==> config.mk <==
export PLATFORM = sky130hd
export DESIGN_NAME = fetch_queue
export DESIGN_NICKNAME = d
export VERILOG_FILES = /design/src/rtl/fetch_queue.sv
export SDC_FILE = /design/constraint.sdc
export NUM_CORES = 1
export LEC_CHECK = 0
export CAP_MARGIN = 0
export CORE_MARGIN = 1
export CORE_UTILIZATION = 40
export DETAILED_ROUTE_END_ITERATION = 16
export GPL_TIMING_DRIVEN = 0
export PLACE_DENSITY = 0.68
export RECOVER_POWER = 25
export SLEW_MARGIN = 0
export SYNTH_ARGS = -nofsm -noshare
export SYNTH_HDL_FRONTEND = slang
export SYNTH_SLANG_ARGS = --single-unit
==> constraint.sdc <==
create_clock -name clk -period 4.5 [get_ports clk]
set_clock_uncertainty 0.05 [all_clocks]
set_input_delay 0.9 -clock clk [delete_from_list [all_inputs] [get_ports clk]]
set_output_delay 0.9 -clock clk [all_outputs]
set_load 0.01 [all_outputs]
==> src/rtl/fetch_queue.sv <==
// fetch_queue: instruction prefetch FIFO feeding IF/ID; FETCH_QUEUE_BYPASS_EN adds an empty-queue bypass.
// Latency: ack data visible the cycle after imem_ack (in the ack cycle itself with bypass on an empty queue).
// Backpressure: fetch_stall holds the head; new fetches stop while queue plus in-flight slot is full.
module fetch_queue #(
  parameter int          DEPTH     = 4,
  parameter logic [31:0] RESET_PC  = 32'h0000_0000,
  parameter logic [31:0] NOP_INSTR = 32'h0000_0013
) (
  input  logic                   clk,
  input  logic                   reset,
  output logic                   imem_req,
  output logic [31:0]            imem_addr,
  input  logic                   imem_ack,
  input  logic [31:0]            imem_rdata,
  input  logic                   fetch_stall,
  input  logic                   redirect,
  input  logic [31:0]            redirect_pc,
  output logic                   instr_valid,
  output logic [31:0]            instr_out,
  output logic [31:0]            pc_out,
  output logic [$clog2(DEPTH):0] q_count
);
  localparam int AW = $clog2(DEPTH);
  localparam int CW = AW + 1;
  localparam logic [CW-1:0] FULL = CW'(DEPTH);

  typedef enum logic [1:0] {IDLE, WAIT, DROP} state_t;

  state_t        state_q, state_d;
  logic [31:0]   fetch_pc_q, addr_q, pc_hold_q, issue_pc;
  logic [31:0]   pc_mem    [DEPTH];
  logic [31:0]   instr_mem [DEPTH];
  logic [AW-1:0] rd_ptr_q, wr_ptr_q;
  logic [CW-1:0] count_q, count_after;
  logic          head_vld, ack_keep, push, pop, issue;
`ifdef FETCH_QUEUE_BYPASS_EN
  logic          bypass_hit;
`endif

  // A redirect kills both the pop and the push of the cycle it is seen in.
  always_comb begin
    head_vld = count_q != '0;
    ack_keep = (state_q == WAIT) && imem_ack && !redirect;
    pop      = head_vld && !fetch_stall && !redirect;
`ifdef FETCH_QUEUE_BYPASS_EN
    bypass_hit = ack_keep && !head_vld;
    push       = ack_keep && !(bypass_hit && !fetch_stall);
`else
    push       = ack_keep;
`endif
    count_after = count_q + CW'(push) - CW'(pop);
  end

  always_ff @(posedge clk) begin
    if (reset) state_q <= IDLE;
    else       state_q <= state_d;
  end

  always_comb begin
    state_d = state_q;
    case (state_q)
      IDLE: if (!redirect && count_q < FULL) state_d = WAIT;
      WAIT: begin
        if (redirect)      state_d = imem_ack ? IDLE : DROP;
        else if (imem_ack) state_d = (count_after < FULL) ? WAIT : IDLE;
      end
      // A stale request completing together with a fresh redirect leaves nothing in flight.
      DROP: if (imem_ack) state_d = redirect ? IDLE : WAIT;
      default: state_d = IDLE;
    endcase
  end

  always_comb begin
    imem_req  = state_q != IDLE;
    imem_addr = addr_q;
  end

  // Back-to-back reissue targets the word after the one just acked; IDLE/DROP issue fetch_pc as is.
  always_comb begin
    issue    = (state_d == WAIT) && ((state_q != WAIT) || imem_ack);
    issue_pc = (state_q == WAIT) ? fetch_pc_q + 32'd4 : fetch_pc_q;
  end

  always_ff @(posedge clk) begin
    if (reset) begin
      fetch_pc_q <= RESET_PC;
      addr_q     <= RESET_PC;
      pc_hold_q  <= RESET_PC;
      rd_ptr_q   <= '0;
      wr_ptr_q   <= '0;
      count_q    <= '0;
    end else begin
      pc_hold_q <= pc_out;
      if (issue) addr_q <= issue_pc;
      if (redirect) begin
        fetch_pc_q <= {redirect_pc[31:2], 2'b00};
        rd_ptr_q   <= '0;
        wr_ptr_q   <= '0;
        count_q    <= '0;
      end else begin
        if (ack_keep) fetch_pc_q <= fetch_pc_q + 32'd4;
        if (push)     wr_ptr_q   <= wr_ptr_q + AW'(1);
        if (pop)      rd_ptr_q   <= rd_ptr_q + AW'(1);
        count_q <= count_after;
      end
    end
  end

  always_ff @(posedge clk) begin
    if (!reset && push) begin
      pc_mem[wr_ptr_q]    <= addr_q;
      instr_mem[wr_ptr_q] <= imem_rdata;
    end
  end

  always_comb begin
    instr_valid = head_vld;
    instr_out   = head_vld ? instr_mem[rd_ptr_q] : NOP_INSTR;
    pc_out      = head_vld ? pc_mem[rd_ptr_q] : pc_hold_q;
`ifdef FETCH_QUEUE_BYPASS_EN
    if (bypass_hit) begin
      instr_valid = 1'b1;
      instr_out   = imem_rdata;
      pc_out      = addr_q;
    end
`endif
    q_count = count_q;
  end
endmodule

### Yosys cells after proc, flatten, opt, wreduce, memory -nomap -nowiden

Memory sizes are Yosys's and may differ from the RTL's. A register that Yosys moved wholly into a read port is not among the register bits.
Index checks and enable logic that the tools add are counted.

* bits in writable memories: 256
* memories: 2
* logic and storage cells: 56
* input port bits: 69
* register bits after elaboration: 105

* order comparisons: 2
* multiplexer cells: 19
* reductions and logical operators: 16
* $add $sub $neg: 5
* eq/ne operators: 4

Memory list
* instr_mem: depth 4, width 32, read ports 1, clocked after memory_dff 1, write ports 1, line 32 `logic [31:0] instr_mem [DEPTH];`
* pc_mem: depth 4, width 32, read ports 1, clocked after memory_dff 1, write ports 1, line 31 `logic [31:0] pc_mem [DEPTH];`

Operators by type and width (number)
* 2-to-1 mux 32 bit: 5
* adder 32 x 3 -> 32 bit (second input constant): 1
* 2-to-1 mux 2 bit: 9
* logical AND 1 bit: 7
* < comparator 3 bit (second input constant): 2
* one-hot mux 2 bit (3 select lines): 1
* adder 2 x 1 -> 2 bit (second input constant): 2
* equality test 2 x 1 -> 1 bit (second input constant): 2
* 2-to-1 mux 1 bit: 4
* nonzero test 2 bit: 2
* adder 3 x 1 -> 3 bit: 1
* zero test 1 bit: 3
* nonzero test 3 bit: 1
* subtractor 3 x 1 -> 3 bit: 1
* equality test 2 bit (second input constant): 1
* zero test 2 bit: 1
* != test 2 x 1 -> 1 bit (second input constant): 1
* OR reduction 2 bit: 1
* logical OR 1 bit: 1

### Depth between registers and ports, before layout

* word-level depth: 12
* depth in mapped cells: 15
* mapped depth without buffers: 11

### Worst setup path before layout

OpenSTA, ideal clock, no wires.

* path kind: input-to-reg
* start point: in imem_ack
* end point: reg addr_q[18], in the netlist imem_addr[18]
* setup time: 0.146 ns
* cell stages on the path: 14
* data arrival time: 3.470 ns
* setup slack: 0.834 ns
* required time: 4.304 ns
* cells stage by stage: and3b_1 -> clkbuf_1 -> nand2_1 -> ha_1 -> inv_1 -> ha_1 -> fa_1 -> xor2_1 -> nor4b_1 -> or3_4 -> buf_12 -> buf_6 -> nor2_1 -> a211oi_2

* word-level cells in the longest chain between the ends: 11
* elaborated cells between the ends (all ways): 14
* classes of those cells: add/sub: 2; order compare: 1; eq/ne: 1; mux: 6; reduce/logical: 4

Ends and longest elaborated chain
* start, declared: line 13 `input logic imem_ack,`
* logical AND 1 bit (2 in a row): line 43 `ack_keep = (state_q == WAIT) && imem_ack && !redirect;`
* adder 3 x 1 -> 3 bit: line 51 `count_after = count_q + CW'(push) - CW'(pop);`
* subtractor 3 x 1 -> 3 bit: line 51
* < comparator 3 bit: line 65 `else if (imem_ack) state_d = (count_after < FULL) ? WAIT : IDLE;`
* 2-to-1 mux 1 bit: line 65
* 2-to-1 mux 2 bit: line 65
* 2-to-1 mux 2 bit: line 64 `if (redirect) state_d = imem_ack ? IDLE : DROP;`
* one-hot mux 2 bit (3 select lines): line 61 `case (state_q)`
* equality test 2 x 1 -> 1 bit: line 80 `issue = (state_d == WAIT) && ((state_q != WAIT) || imem_ack);`
* logical AND 1 bit (*): line 80
* end signal, assigned: line 94 `if (issue) addr_q <= issue_pc;`
* end, declared: line 30 `logic [31:0] fetch_pc_q, addr_q, pc_hold_q, issue_pc;`

Every way passes the cells marked *; elsewhere a longest branch is shown, timed or not.
A chain may end at the register's enable or synchronous reset.

==> results.py <==
metrics = {
    "critical_path": {
        "r2r_end": "imem_addr[30]",
        "r2r_setup_slack_ns": 0.93,
        "r2r_cells": 15,
        "critPathKind": "register to output port",
        "critical_path_arrival_ns": 3.39,
        "cp-start-kind": "register",
        "crit_path_end_kind": "output port",
        "crit_required_ns": 3.55,
        "r2r_start": "state_q[1]",
        "path_max_fanout": 10,
    },
    "cells_and_area": {
        "drive_gt1_share_pct": 20.7,
        "final_cell_area_sq_um": 18100,
        "seqCellArea_sq_um": 9510,
        "nets": 1213,
        "multiInputGateArea_sq_um": 4600,
        "final.fill_count": 3037,
        "syn2layout_area_growth_pct": 25.3,
        "fin_util_pct": 50.9,
    },
    "die": {
        "row_count": 69,
        "initial_utilization_pct": 40.7,
        "die_area_sq_um": 36900,
        "design.core.area_sq_um": 35600,
        "ios": 170,
        "die_y_um": 192,
        "die_x_um": 192,
    },
    "place": {
        "place_area_sq_um": 16800,
        "pre_cts_ws_ns": -0.416,
        "io_buffers": 164,
        "place_congestion": 0.871,
        "dp_hpwl_mm": 21.8,
    },
    "pwr": {
        "power.density_nw_per_um2": 398,
        "peakVddDrop_mv": 0.263,
        "p_leak_nw": 5.99,
    },
    "synth": {
        "postSynthAreaPerCell_sq_um": 15.6,
        "syn_area_sq_um": 14500,
        "synth_most_common_cell": "edfxtp_1",
        "synth_seq_area_share_pct": 65.7,
        "ys.flop_type": "edfxtp_1",
        "synth_top_area_cell": "edfxtp_1",
        "yosys_warnings": 0,
        "yosys.area.top_type_share_pct": 51.5,
        "postSynthCellCount": 926,
        "synth_edf_count": 248,
        "ys_async_sr_fraction_pct": 0,
        "synth_seq_cells": 351,
        "yosys-top-cells-count": "248 x edfxtp_1, 103 x dfxtp_1, 68 x and2_1, 63 x nor2_1, 62 x mux4_2",
        "yosys-top-cells-area": "edfxtp_1 51%, dfxtp_1 14%, mux4_2 9.7%",
        "synthDistinctLibCells": 58,
    },
    "clocking": {
        "root_buffer": "clkbuf_16",
        "cts.sinks": 351,
        "clk_pin_slew_ns": 0.06,
        "cts_tree": "built",
        "cts_resized": 0,
        "postCtsHoldBufs": 0,
        "cts_setup_buffers": 0,
        "cts_made_buffers": 39,
        "clock_path_buffers": 3,
        "clock_latency_ns": 0.52,
        "cts_max_level": 2,
    },
    "global_routing": {
        "track_usage_pct": 17.9,
        "grt-ovfl-total": 0,
        "grt_pass1_vias": 8501,
        "grt_max_degree": 49,
        "antenna_found_initial": 0,
        "grt_pass1_wl_mm": 49.5,
    },
    "timing": {
        "fin_crit_ns": 4.34,
        "rsz0062_at_grt": "no",
        "hold_ws_ns": 0.424,
        "worstMarginPinSlew_ns": 0.824,
        "fin_tns_setup_ns": 0,
        "final_hold_viol_count": 0,
        "fmax_mhz": 230,
        "fin_crit_sh_pct": 96.4,
        "setup_viol": 0,
        "relSlewSlack_pct": 45.1,
        "fin_ws_ns": 0.160,
        "slew_violations": 0,
    },
    "detailed_routing": {
        "wire_per_inst_um": 20.1,
        "first_pass_iters": 5,
        "drc": 0,
        "routed_via_density": 5.16,
        "first_iter_violations": 468,
        "final_antenna_net_count": 0,
        "routed_wl_mm": 32.8,
        "vias": 8401,
    },
    "hold_path": {
        "min_path_cells": 1,
        "hold_start": "pc_hold_q[0]",
        "holdCritPathClass": "register to register",
        "min_to": "pc_hold_q[0]",
    },
    "outcome": {
        "outcome": "completed",
    },
    "flow_run": {
        "maxCapViolations": 0,
    },
}
[through the flow]
| step | power (W) | std cells |
|---|---|---|
| after global routing | 0.00744 | 1627 |
| after floorplan | 0.00385 | 927 |
| final | 0.00720 | 1628 |
| after global placement | 0.00408 | 1552 |
| after detailed placement | 0.00409 | 1556 |
| after CTS | 0.00729 | 1627 |
[worst max-delay path, cell delays in order (launching register included)]
cell and delay [ns]:
dfxtp_1 0.30, buf_2 0.26, clkbuf_1 0.62, buf_1 0.54, mux4_2 0.41, or2_2 0.28, clkdlybuf4s50_1 0.48
[power breakdown]
| group | switching, W | internal [W] | leakage [nW] | total (W) |
|---|---|---|---|---|
| sequential | 0.0000722 | 0.00352 | 3.10 | 0.00359 |
| clock | 0.00125 | 0.00194 | 0.636 | 0.00319 |
| combinational | 0.000209 | 0.000214 | 2.26 | 0.000423 |
[worst max path at each step]
stage,from,to,slack [ns]
after floorplan,imem_ack,imem_addr[18],0.83
after global routing,register,instr_out[4],0.0002
after CTS,register,instr_out[4],0.07
after global placement,imem_ack,instr_mem[0][28],-1.29
after detailed placement,imem_ack,imem_addr[19],-0.42
final,register,instr_out[4],0.16
[layout make-up]
type	instances	share of cell area, %
clock inverters	21	1.39
repair buffers	168	9.67
diodes	1	0.0138
multi-input cells	502	25.4
inverters	16	0.331
flip-flops and latches	351	52.5
clock buffers	50	5.78
plain buffers	58	1.77
well taps	461	3.18
[layout by cell type (no fill, tap or decap), types with 33 or more instances in the layout]
| cell type | netlist | routed |
|---|---|---|
| mux4_2 | 62 | 62 |
| edfxtp_1 | 248 | 248 |
| clkbuf_16 | 0 | 39 |
| nand2_1 | 33 | 33 |
| dfxtp_1 | 103 | 103 |
| clkdlybuf4s50_1 | 0 | 150 |
| xnor2_1 | 42 | 42 |
| and2_1 | 68 | 68 |
| nor2_1 | 63 | 63 |
| clkbuf_1 | 28 | 35 |
[routing by layer]
metal  vias to the layer above  GRT usage, %  wire, um
met2                       261          29.7     15800
met5                         -             0         0
met4                         0          5.03       701
met1                      4169          23.9     14300
met3                        48          3.58      2010
li1                       3923             -         -
[sequential cells by signal, indices dropped and copies added, names as in the netlist, named ones only]
register	count
state_q	2
wr_ptr_q	2
fetch_pc_q	30
pc_mem	120
pc_hold_q	32
instr_mem	128
q_count	3
imem_addr	30
rd_ptr_q	2
[logic make-up after synthesis]
kind of cell / Yosys count / synth area share [%]
DFF: 351 / 65.7
and+or+nand+nor: 271 / 10.9
muxes: 99 / 12.5
buffers and inverters: 74 / 2.62
AOI/OAI and AO/OA: 70 / 4.25
xor gates and xnor gates: 52 / 3.24
adders and majority gates: 8 / 0.744
other: 1 / 0.0259
Power figures use the tool's default switching activity.
==> RTL change: new RTL, same flow settings <==
Register the output `q_count`; this adds one clock of latency there. The other outputs are not delayed to match.
--- a/src/rtl/fetch_queue.sv
+++ b/src/rtl/fetch_queue.sv
@@ -25,6 +25,8 @@
   localparam logic [CW-1:0] FULL = CW'(DEPTH);
 
   typedef enum logic [1:0] {IDLE, WAIT, DROP} state_t;
+
+  logic [$clog2(DEPTH):0] q_count_d;
 
   state_t        state_q, state_d;
   logic [31:0]   fetch_pc_q, addr_q, pc_hold_q, issue_pc;
@@ -124,7 +126,11 @@
       pc_out      = addr_q;
     end
 `endif
-    q_count = count_q;
+    q_count_d = count_q;
   end
+  always_ff @(posedge clk) begin
+    q_count <= q_count_d;
+  end
+
 endmodule
 
Function: changed (a bounded check fails within 4 cycles, from zero or initial values and one cycle with reset high).
==> RTL change against the original RTL <==
- final area fell by 1.7%
- total power decreased by 2.5%
- clock power decreased by 5%
- wire length decreased by 0.63%
- die area down 1.6%
- sequential cell count grew 3
- global-route usage barely moved
- maximum frequency is 1.2% lower
- setup slack got worse by 0.055 ns
- synthesized area decreased by 1.6%
- first-iteration DRC count up 38%
- critical path type unchanged
- largest power group unchanged
==> RTL change: results (changes against the original RTL) <==
Logic synthesis
  – Largest cells by area after synthesis: edfxtp_1 (52%), dfxtp_1 (15%), mux4_2 (9.8%), mux2_2 (2.4%), a211oi_1 (2.1%) (was edfxtp_1 (51%), dfxtp_1 (14%), mux4_2 (9.7%), and2_1 (2.9%), xnor2_1 (2.5%))
  – Synth top cells by count: edfxtp_1 (248), dfxtp_1 (106), nor2_1 (70), mux4_2 (62), a211oi_1 (39) (was edfxtp_1 (248), dfxtp_1 (103), and2_1 (68), nor2_1 (63), mux4_2 (62))
  – Yosys top cell area share: 0.5234 (was 0.5148)
  – Sequential-to-total area share from yosys stat: 0.6726 (was 0.6574)

Place
  – Pre-CTS setup slack: -1.044 ns (was -0.4164 ns)
  – GP Congestion: 0.8619 (was 0.8714)
  – Final HPWL DP: 21.59 mm (was 21.83 mm)

Global routing
  – Met2 global-route usage: 0.2929 (was 0.2968)
  – GR met1 Demand/Resource: 0.2475 (was 0.2386)
  – Met3 Use GR: 0.03073 (was 0.03581)
  – Total track usage: 0.1796 (was 0.1792)
  – First-pass GRT wire length: 48.96 mm (was 49.54 mm)
  – Largest net degree at the start of global routing: 44 (was 49)

Drt
  – DR WL met2: 16.10 mm (was 15.79 mm)
  – WL per Instance: 20.18 µm (was 20.12 µm)
  – DR iter-0 viols: 644 (was 468)
  – Drt first pass iters: 7 (was 5)
  – Met1 wire length: 14.12 mm (was 14.26 mm)
  – WL met3: 1.722 mm (was 2.009 mm)

Setup path
  – Reg2Reg Setup Slack: 0.87 ns (was 0.93 ns)
  – R2r endpoint: imem_addr[22] (was imem_addr[30])
  – R2R depth: 13 (was 15)
  – Crit path arrival time: 3.44 ns (was 3.39 ns)
  – Reg-to-Reg Start: state_q[0] (was state_q[1])

Final layout
  – Antenna cells: 0 (was 1)
  – Share of post-route cells with drive strength above 1: 0.1701 (was 0.2067)
  – Final #Nets: 1,206 (was 1,213)

Pwr
  – Lkg Pwr: 5.789 nW (was 5.989 nW)
  – Max rail drop VDD: 0.2818 mV (was 0.2628 mV)

CTS
  – Clock buffer count from CTS: 38 (was 39)

Min path
  – Hold_sp: count_q[0] (was pc_hold_q[0])

Timing
  – Slew margin rel.: 0.4623 (was 0.4507)

Run status
  – Run status: finished clean (unchanged)
## RTL change: cell count changes after synthesis, moves of 7 or more
| cell | before | now |
|---|---|---|
| a211oi_1 | 20 | 39 |
| clkbuf_1 | 28 | 37 |
| nand4_1 | 9 | 16 |
| xor2_1 | 9 | 27 |
| nor2b_1 | 2 | 35 |
| buf_4 | 10 | 2 |
| nor2_2 | 10 | 0 |
| a211oi_2 | 21 | 4 |
| inv_1 | 15 | 7 |
| nor2_1 | 63 | 70 |
| xnor2_1 | 42 | 26 |
| and2_1 | 68 | 34 |
## RTL change: layout make-up
| type | instances | area (µm²) | area share |
|---|---|---|---|
| buffer | 57 | 276.5 | 0.01552 |
| clock buffer | 60 | 1127 | 0.06326 |
| clock inverter | 9 | 98.84 | 0.005547 |
| inverter | 9 | 37.54 | 0.002106 |
| multi-input combinational | 501 | 4390 | 0.2464 |
| sequential | 354 | 9569 | 0.5370 |
| tap | 455 | 569.3 | 0.03195 |
| timing repair buffer | 168 | 1752 | 0.09829 |
## RTL change: kinds of logic after synthesis
| family | count (synthesis) | share of synthesized area |
|---|---|---|
| simple gates | 270 | 0.1026 |
| other cells | 1 | 0.0002636 |
| fa+ha+maj | 8 | 0.007563 |
| compound gates | 71 | 0.03667 |
| buf+inv | 68 | 0.02128 |
| mux | 96 | 0.1247 |
| flops | 354 | 0.6726 |
| xor+xnor | 54 | 0.03430 |
## RTL change: repair_timing
item	in CTS	in global routing
resized for setup	8	9
endpoints found under the setup margin	87	58
hold buffers	0	0
buffers inserted	0	0
## RTL change: how the worst min path moves through the flow
stage / cells after the start / slack [ns] / to
2_1_floorplan: 0 / 0.30 / q_count[0]
3_3_place_gp: 0 / 0.33 / q_count[0]
3_5_place_dp: 0 / 0.33 / q_count[0]
4_1_cts: 0 / 0.35 / q_count[0]
5_1_grt: 0 / 0.38 / q_count[0]
6_report: 0 / 0.37 / q_count[0]
## RTL change: per-stage QoR
| step | std cells | utilization | setup TNS (ns) | hold WS (ns) | cell area, µm² |
|---|---|---|---|---|---|
| 2_1_floorplan | 923 | - | 0 | 0.3049 | 14230 |
| 3_3_place_gp | 1542 | 0.4725 | -310.14 | 0.3252 | 16440 |
| 3_5_place_dp | 1546 | 0.4762 | -28.05 | 0.3303 | 16570 |
| 4_1_cts | 1614 | 0.5118 | 0 | 0.3487 | 17810 |
| 5_1_grt | 1613 | 0.5121 | 0 | 0.3767 | 17820 |
| 6_report | 1613 | 0.5121 | 0 | 0.3749 | 17820 |
## RTL change: power breakdown
group	switching [mW]	leakage [nW]	total [mW]	internal (mW)
registers	0.0664	3.12	3.61	3.54
clock network	1.20	0.585	3.04	1.83
logic	0.191	2.08	0.381	0.190
